==> src/rtl/ps2_rx.sv <==
// Host-side PS/2 receiver: synchronises and de-glitches the keyboard clock, deframes 11-bit frames.
// Define PS2_RX_EXT_EN to add E0/F0 prefix tracking on outputs ext and rel ('release' is a reserved word).
module ps2_rx #(
   parameter int FILTER  = 8,
   parameter int TIMEOUT = 50000
) (
   input  logic       clock,
   input  logic       reset,
   input  logic       ps2_clk,
   input  logic       ps2_dat,
   output logic [7:0] data,
   output logic       done,
   output logic       err,
   output logic       busy
`ifdef PS2_RX_EXT_EN
   ,
   output logic       ext,
   output logic       rel
`endif
);

   localparam int FW = $clog2(FILTER + 1);
   localparam int TW = $clog2(TIMEOUT + 1);

   typedef enum logic [1:0] {IDLE, DATA, PARITY, STOP} state_t;

   state_t        state_q, state_d;
   logic [1:0]    clkSync_q, datSync_q;
   logic          filtClk_q, filtClk_d;
   logic [FW-1:0] filtCnt_q, filtCnt_d;
   logic [TW-1:0] toCnt_q, toCnt_d;
   logic [2:0]    bitCnt_q, bitCnt_d;
   logic [7:0]    shift_q, shift_d;
   logic          parOk_q, parOk_d;
   logic          busy_q, busy_d;
   logic [7:0]    data_q, data_d;
   logic          done_q, done_d;
   logic          err_q, err_d;
   logic          fe;
   logic          datBit;
`ifdef PS2_RX_EXT_EN
   logic          pendExt_q, pendExt_d;
   logic          pendRel_q, pendRel_d;
   logic          ext_q, ext_d;
   logic          rel_q, rel_d;
`endif

   assign datBit = datSync_q[1];

   // The filtered clock flips only after FILTER consecutive disagreeing samples.
   always_comb begin
      filtCnt_d = '0;
      filtClk_d = filtClk_q;
      if (clkSync_q[1] != filtClk_q) begin
         if (filtCnt_q == FW'(FILTER - 1)) filtClk_d = ~filtClk_q;
         else                             filtCnt_d = filtCnt_q + FW'(1);
      end
   end

   assign fe = filtClk_q & ~filtClk_d;

   always_comb begin
      state_d  = state_q;
      bitCnt_d = bitCnt_q;
      shift_d  = shift_q;
      parOk_d  = parOk_q;
      busy_d   = busy_q;
      data_d   = data_q;
      done_d   = 1'b0;
      err_d    = 1'b0;
      toCnt_d  = '0;
`ifdef PS2_RX_EXT_EN
      pendExt_d = pendExt_q;
      pendRel_d = pendRel_q;
      ext_d     = ext_q;
      rel_d     = rel_q;
`endif
      if (busy_q && !fe) toCnt_d = toCnt_q + TW'(1);
      case (state_q)
         IDLE: if (fe) begin
            if (!datBit) begin
               state_d  = DATA;
               bitCnt_d = 3'd0;
               busy_d   = 1'b1;
            end else begin
               err_d = 1'b1;
            end
         end
         DATA: if (fe) begin
            shift_d  = {datBit, shift_q[7:1]};
            bitCnt_d = bitCnt_q + 3'd1;
            if (bitCnt_q == 3'd7) state_d = PARITY;
         end
         PARITY: if (fe) begin
            parOk_d = ^{shift_q, datBit};
            state_d = STOP;
         end
         STOP: if (fe) begin
            state_d = IDLE;
            busy_d  = 1'b0;
            if (datBit && parOk_q) begin
`ifdef PS2_RX_EXT_EN
               // Prefix bytes are absorbed into the pending flags instead of being delivered.
               if (shift_q == 8'hE0) begin
                  pendExt_d = 1'b1;
               end else if (shift_q == 8'hF0) begin
                  pendRel_d = 1'b1;
               end else begin
                  data_d    = shift_q;
                  done_d    = 1'b1;
                  ext_d     = pendExt_q;
                  rel_d     = pendRel_q;
                  pendExt_d = 1'b0;
                  pendRel_d = 1'b0;
               end
`else
               data_d = shift_q;
               done_d = 1'b1;
`endif
            end else begin
               err_d = 1'b1;
            end
         end
         default: state_d = IDLE;
      endcase
      // An inter-edge gap this long means the keyboard gave up mid-frame.
      if (busy_q && !fe && toCnt_q == TW'(TIMEOUT - 1)) begin
         state_d = IDLE;
         busy_d  = 1'b0;
         err_d   = 1'b1;
         toCnt_d = '0;
      end
`ifdef PS2_RX_EXT_EN
      if (err_d) begin
         pendExt_d = 1'b0;
         pendRel_d = 1'b0;
      end
`endif
   end

   always_ff @(posedge clock) begin
      if (reset) begin
         state_q   <= IDLE;
         clkSync_q <= 2'b11;
         datSync_q <= 2'b11;
         filtClk_q <= 1'b1;
         filtCnt_q <= '0;
         toCnt_q   <= '0;
         bitCnt_q  <= '0;
         shift_q   <= '0;
         parOk_q   <= 1'b0;
         busy_q    <= 1'b0;
         data_q    <= 8'h00;
         done_q    <= 1'b0;
         err_q     <= 1'b0;
`ifdef PS2_RX_EXT_EN
         pendExt_q <= 1'b0;
         pendRel_q <= 1'b0;
         ext_q     <= 1'b0;
         rel_q     <= 1'b0;
`endif
      end else begin
         state_q   <= state_d;
         clkSync_q <= {clkSync_q[0], ps2_clk};
         datSync_q <= {datSync_q[0], ps2_dat};
         filtClk_q <= filtClk_d;
         filtCnt_q <= filtCnt_d;
         toCnt_q   <= toCnt_d;
         bitCnt_q  <= bitCnt_d;
         shift_q   <= shift_d;
         parOk_q   <= parOk_d;
         busy_q    <= busy_d;
         data_q    <= data_d;
         done_q    <= done_d;
         err_q     <= err_d;
`ifdef PS2_RX_EXT_EN
         pendExt_q <= pendExt_d;
         pendRel_q <= pendRel_d;
         ext_q     <= ext_d;
         rel_q     <= rel_d;
`endif
      end
   end

   assign data = data_q;
   assign done = done_q;
   assign err  = err_q;
   assign busy = busy_q;
`ifdef PS2_RX_EXT_EN
   assign ext  = ext_q;
   assign rel  = rel_q;
`endif

endmodule

==> config.mk <==
export PLATFORM = sky130hd
export DESIGN_NAME = ps2_rx
export DESIGN_NICKNAME = d
export VERILOG_FILES = /design/src/rtl/ps2_rx.sv
export SDC_FILE = /design/constraint.sdc
export NUM_CORES = 1
export LEC_CHECK = 0
export CAP_MARGIN = 25
export CORE_MARGIN = 2
export CORE_UTILIZATION = 40
export DETAILED_ROUTE_END_ITERATION = 8
export HOLD_SLACK_MARGIN = 0.02
export MAX_ROUTING_LAYER = met4
export PLACE_DENSITY_LB_ADDON = 0.12
export SLEW_MARGIN = 20
export SYNTH_ARGS = -nofsm -noshare
export SYNTH_HDL_FRONTEND = slang
export SYNTH_SLANG_ARGS = --single-unit
==> constraint.sdc <==
create_clock -name clock -period 3.45 [get_ports clock]
set_input_delay 0.69 -clock clock [delete_from_list [all_inputs] [get_ports clock]]
set_output_delay 0.69 -clock clock [all_outputs]
set_load 0.1 [all_outputs]
==> metrics.yaml, run 1 <==
antenna_found_initial: 0
track_usage: 0.1374
diodes: 0
ir_worst_vdd_uv: 239.8
whs_ns: 0.4175
route.vias.total: 1595
cts_root_buffer: "clkbuf_8"
fin_crit_ns: 2.456
p_int_uw: 824.3
power_frac_clock: 0.384
core_um2: 5473
vias_per_cell: 4.938
seq_area_frac_synth: 0.4437
cts_resized: 0
status: "finished, final reports clean"
crit_required_ns: 2.76
start_util: 0.4122
power.switching_uw: 226.1
synth_edf_count: 0
pwr-share-comb: 0.056
skew_ns: 0.008083
seqPwrFrac: 0.559
cp_max_fo: 2
worstPathCellList: "clkdlybuf4s50_1"
critPathKind: "register to primary output"
holdBufCountCts: 0
wire_per_inst_um: 11.73
syn-cell-area_um2: 2256
rows: 27
final_common_cell: "dfxtp_1"
cpPeakStageDelay_ns: 1.13
cts_tree: "yes"
nets: 263
drv_cap: 0
cts_made_buffers: 5
synthArstFlopShare: 0
drtIter0Drc: 43
ys.flop_type: "dfxtp_1"
post-dp-hpwl_um: 2733
setup_violations: 0
cts_sinks: 50
power_density_nw_per_um2: 411.8
grt_pass1_wl_um: 6713
cts_max_path_buffers: 2
cts.clk_slew.worst_paths_ns: 0.09
synth_cells: 235
critPathSlowestCell: "clkdlybuf4s50_1"
switching_share: 0.2153
fin_setup_tns_ns: 0
grt_pass1_vias: 1487
gr-total-overflow: 0
drc: 0
fin_crit_sh: 0.7119
firstDrtPassIters: 4
crit_buf_inv: 1
io_pins: 15
gp_congestion: 0.7780
fmax_mhz: 407.2
layout-drive-gt1-share: 0.08765
routed_wl_um: 3788
synth_nets: 248
synth.distinct_cells: 45
worst_slew_pin_slew_ns: 0.9635
final_cell_mix: "50 x dfxtp_1, 42 x nor2_1, 16 x mux2i_1, 16 x xnor2_1, 13 x clkdlybuf4s50_1"
critPathLaunchType: "register"
maxSlewViolCount: 0
leakage_nw: 0.9678
post_cts_buffers: 0
rsz0062_at_grt: "no"
insertion_delay_ns: 0.30
timing.slew.headroom: 0.3557
hold_class: "register to register"
drtAntennaViolNets: 0
numPortBuffers: 14
hold_violations: 0
dieArea_um2: 6257
critPathCaptureType: "primary output"
critPathTopFamily: "buffers and inverters"
die_h_um: 79.10
die_w_um: 79.10
h-tree-depth: 2
syn_avg_cell_area_um2: 9.600
ys_seq_elements: 50
critPathArrivalTime_ns: 1.77
ys.warnings.count: 0
grt_max_degree: 22
areaGrowthSynthToFinish_pct: 13.09
==> synthesized netlist by cell type, drive strengths merged, types with 4 or more instances <==
library cell / instances / area [µm²]
buf: 5 / 46.29
a211oi: 4 / 30.03
a21oi: 6 / 30.03
nor2: 42 / 157.7
ha: 9 / 112.6
xnor2: 16 / 140.1
nor4: 4 / 40.04
nand3b: 4 / 30.03
dfxtp: 50 / 1001
nand2b: 7 / 43.79
mux2i: 16 / 160.2
inv: 9 / 33.78
nand3: 13 / 70.07
or2: 4 / 25.02
nand2: 8 / 30.03
==> state kept, by name, summed over array words and instances (netlist names) <==
name / cells
done: 1
toCnt_q: 16
shift_q: 8
err: 1
parOk_q: 1
busy: 1
datSync_q: 2
clkSync_q: 2
state_q: 2
filtCnt_q: 4
data: 8
bitCnt_q: 3
filtClk_q: 1
==> worst paths after layout <==
check	startpoint	endpoint	slack, ns	cells after the start
hold / removal	clkSync_q[0]	clkSync_q[1]	0.42	1
setup reg to reg	toCnt_q[4]	toCnt_q[5]	1.40	4
hold reg to reg	clkSync_q[0]	clkSync_q[1]	0.42	1
setup / recovery	data[3]	data[3]	0.99	1
==> cell families after synthesis <==
kind of cell,synth area share
muxes,0.07598
DFF,0.4437
buffers and inverters,0.04048
and+or+nand+nor,0.2379
adders and majority gates,0.04992
xor gates and xnor gates,0.08375
AOI/OAI and AO/OA,0.06822
==> layout make-up <==
| cell class | instances | area, µm² |
|---|---|---|
| clock buffers | 6 | 72.57 |
| repair buffers | 16 | 152.6 |
| fillers | 560 | 2922 |
| clock inverters | 2 | 37.54 |
| inverters | 9 | 33.78 |
| flip-flops and latches | 50 | 1001 |
| multi-input cells | 168 | 1164 |
| well taps | 72 | 90.09 |
==> metal layers <==
layer | share of wire | global-route usage
met2 | 0.45 | 0.2169
met5 | 0 | -
met1 | 0.50 | 0.1721
met3 | 0.027 | 0.03523
met4 | 0.013 | 0.04655
==> power by group through the flow <==
stage / Sequential [mW] / Combinational, mW / Clock, mW
after floorplan: 0.601 / 0.0438 / 0
after global placement: 0.601 / 0.0601 / 0
after detailed placement: 0.601 / 0.0595 / 0
after CTS: 0.588 / 0.0599 / 0.419
after global routing: 0.589 / 0.0697 / 0.442
final: 0.588 / 0.0590 / 0.404
==> stage by stage <==
| step | total power, mW | utilization | worst slack [ns] | cell area, µm² | std cells |
|---|---|---|---|---|---|
| after floorplan | 0.6447 | - | 1.378 | 2256 | 235 |
| after global placement | 0.6613 | 0.4460 | 1.205 | 2441 | 315 |
| after detailed placement | 0.6607 | 0.4460 | 1.188 | 2441 | 315 |
| after CTS | 1.067 | 0.4662 | 0.9673 | 2551 | 323 |
| after global routing | 1.100 | 0.4662 | 0.9260 | 2551 | 323 |
| final | 1.050 | 0.4662 | 0.9940 | 2551 | 323 |
Power figures use the tool's default switching activity.
==> run 2: changes to the inputs <==
- clock period: 3.45 -> 2.42 ns (I/O delays scaled with it)
==> run 2 against run 1 <==
Design area is the same. Die area did not move. Final cell count increased by 0.93%. Via count down 0.63%. First-iteration DRC count is 79% higher. Sequential power rose by 43%. Sequential share of layout area stayed put. Core utilization did not move. Critical endpoint is now toCnt_q[4]. Largest power group unchanged.
==> metrics.yaml, run 2 (synthesized netlist as in run 1, its figures left out) <==
fin_crit_ns: 2.010
worst_slew_pin_slew_ns: 0.5775  # -0.3860 ns
fmax_mhz: 497.5
fin_crit_sh: 0.8305
die_w_um: 79.10  # unchanged
drtIter0Drc: 77  # +79%
top_layer_used: "met4"
leakage_nw: 1.009  # +4.3%
drtAntennaViolNets: 0  # unchanged
ir_worst_vdd_uv: 295.2  # +23%
setup_violations: 0  # unchanged
grt_max_degree: 22  # unchanged
crit_required_ns: 2.67  # -0.09 ns
dp.cells: 318  # +0.95%
critPathArrivalTime_ns: 2.26  # +0.49 ns
hold_violations: 0  # unchanged
startpoint: "filtCnt_q[0]"
holdBufCountCts: 0  # unchanged
dieArea_um2: 6257  # unchanged
critPathCaptureType: "register"
h-tree-depth: 2  # unchanged
die_h_um: 79.10  # unchanged
final_common_cell: "dfxtp_1"
post_cts_buffers: 0  # unchanged
rr_worst_depth: 6  # +2
nets: 266  # +1.1%
met2_length_um: 1649  # -4.2%
drc: 0  # unchanged
whs_ns: 0.4200  # +0.002581 ns
instances_no_fill: 326  # +0.93%
reg2reg_from: "filtCnt_q[0]"
wire_per_inst_um: 11.99  # +2.3%
grt_pass1_wl_um: 6975  # +3.9%
cts_tree: "yes"
route.vias.total: 1585  # -0.63%
reg2reg_to: "toCnt_q[4]"
cts.clk_slew.worst_paths_ns: 0.10  # about the same
start_util: 0.4122  # unchanged
largest_register: "toCnt_q"
insertion_delay_ns: 0.30  # about the same
final_cell_mix: "50 x dfxtp_1, 42 x nor2_1, 16 x mux2i_1, 16 x xnor2_1, 16 x buf_4"
route.met3.wl_um: 117  # +14%
rsz0062_at_grt: "no"
hold_class: "register to register"
drv_cap: 0  # unchanged
pre_cts_slack_ns: 0.4252  # -0.7626 ns
core_um2: 5473  # unchanged
track_usage: 0.1434  # +0.005967
power_density_nw_per_um2: 596.2  # +45%
skew_ns: 0.009870  # +0.001787 ns
antenna_found_initial: 0  # unchanged
rows: 27  # unchanged
gp_congestion: 0.8013  # +3.0%
post-dp-hpwl_um: 2809  # +2.8%
grt_pass1_vias: 1463  # -1.6%
vias_per_cell: 4.862  # -1.5%
critPathKind: "register to register"
areaGrowthSynthToFinish_pct: 13.09  # unchanged
cts_resized: 0  # unchanged
diodes: 0  # unchanged
crit_path_end: "toCnt_q[4]"
final_util: 0.4662  # unchanged
cts_max_path_buffers: 2  # unchanged
r2r_slack_ns: 0.41  # -0.99 ns
fin_setup_tns_ns: 0  # unchanged
m1WireLength_um: 2110  # +10%
cts_made_buffers: 5  # unchanged
io_pins: 15  # unchanged
cp_max_fo: 9  # +7
fin_ws_ns: 0.4101  # -0.5839 ns
largest_register_ffs: 16  # unchanged
maxSlewViolCount: 0  # unchanged
routed_wl_um: 3910  # +3.2%
critPathLaunchType: "register"
cts_sinks: 50  # unchanged
timing.slew.headroom: 0.6127  # +0.2570
numPortBuffers: 14  # unchanged
status: "finished, final reports clean"
layout-drive-gt1-share: 0.1417  # +0.05408
gr-total-overflow: 0  # unchanged
cts_root_buffer: "clkbuf_8"
firstDrtPassIters: 6  # +2
run 2: changes by cell type in the layout (fill, tap and decap cells not counted), sizes merged:
cell,delta
clkinv,+1
inv,+1
clkbuf,-1
buf,+13
clkinvlp,-1
clkdlybuf4s50,-10
run 2: cell type report:
class | count | area, µm²
Clock inverter | 3 | 43.79
Sequential cell | 50 | 1001
Multi-Input combinational cell | 168 | 1164
Clock buffer | 5 | 68.82
Fill cell | 555 | 2922
Timing Repair Buffer | 19 | 150.1
Tap cell | 72 | 90.09
Inverter | 9 | 33.78
run 2: worst max-delay path, stage by stage (launching register included):
cell	delay, ns
dfxtp_1	0.33
ha_1	0.23
and3b_1	0.28
a21boi_2	0.26
or3b_1	0.53
buf_4	0.23
nor2_1	0.09
run 2: through the flow:
stage                     power (mW)  cell area [µm²]
after global placement        0.9457             2439
after CTS                      1.538             2551
final                          1.521             2551
after detailed placement      0.9447             2439
after global routing           1.590             2551
after floorplan               0.9191             2256
run 2: where the power goes:
part,switching [mW],internal (mW)
Combinational,0.0517,0.0369
Sequential,0.00662,0.831
Clock,0.285,0.310
Total,0.343,1.18
run 2: metal layers:
metal,global-route usage,up-vias
li1,-,839
met1,0.1943,720
met2,0.2093,22
met3,0.03750,4
met4,0.04655,0
met5,-,-
run 2: worst min-delay path by stage:
stage                  from            to  slack, ns  cells after the start
3_5_place_dp   datSync_q[0]  datSync_q[1]       0.40                      1
5_1_grt        datSync_q[0]  datSync_q[1]       0.43                      1
4_1_cts        datSync_q[0]  datSync_q[1]       0.42                      1
2_1_floorplan  clkSync_q[0]  clkSync_q[1]       0.39                      1
3_3_place_gp   datSync_q[0]  datSync_q[1]       0.39                      1
6_report       datSync_q[0]  datSync_q[1]       0.42                      1
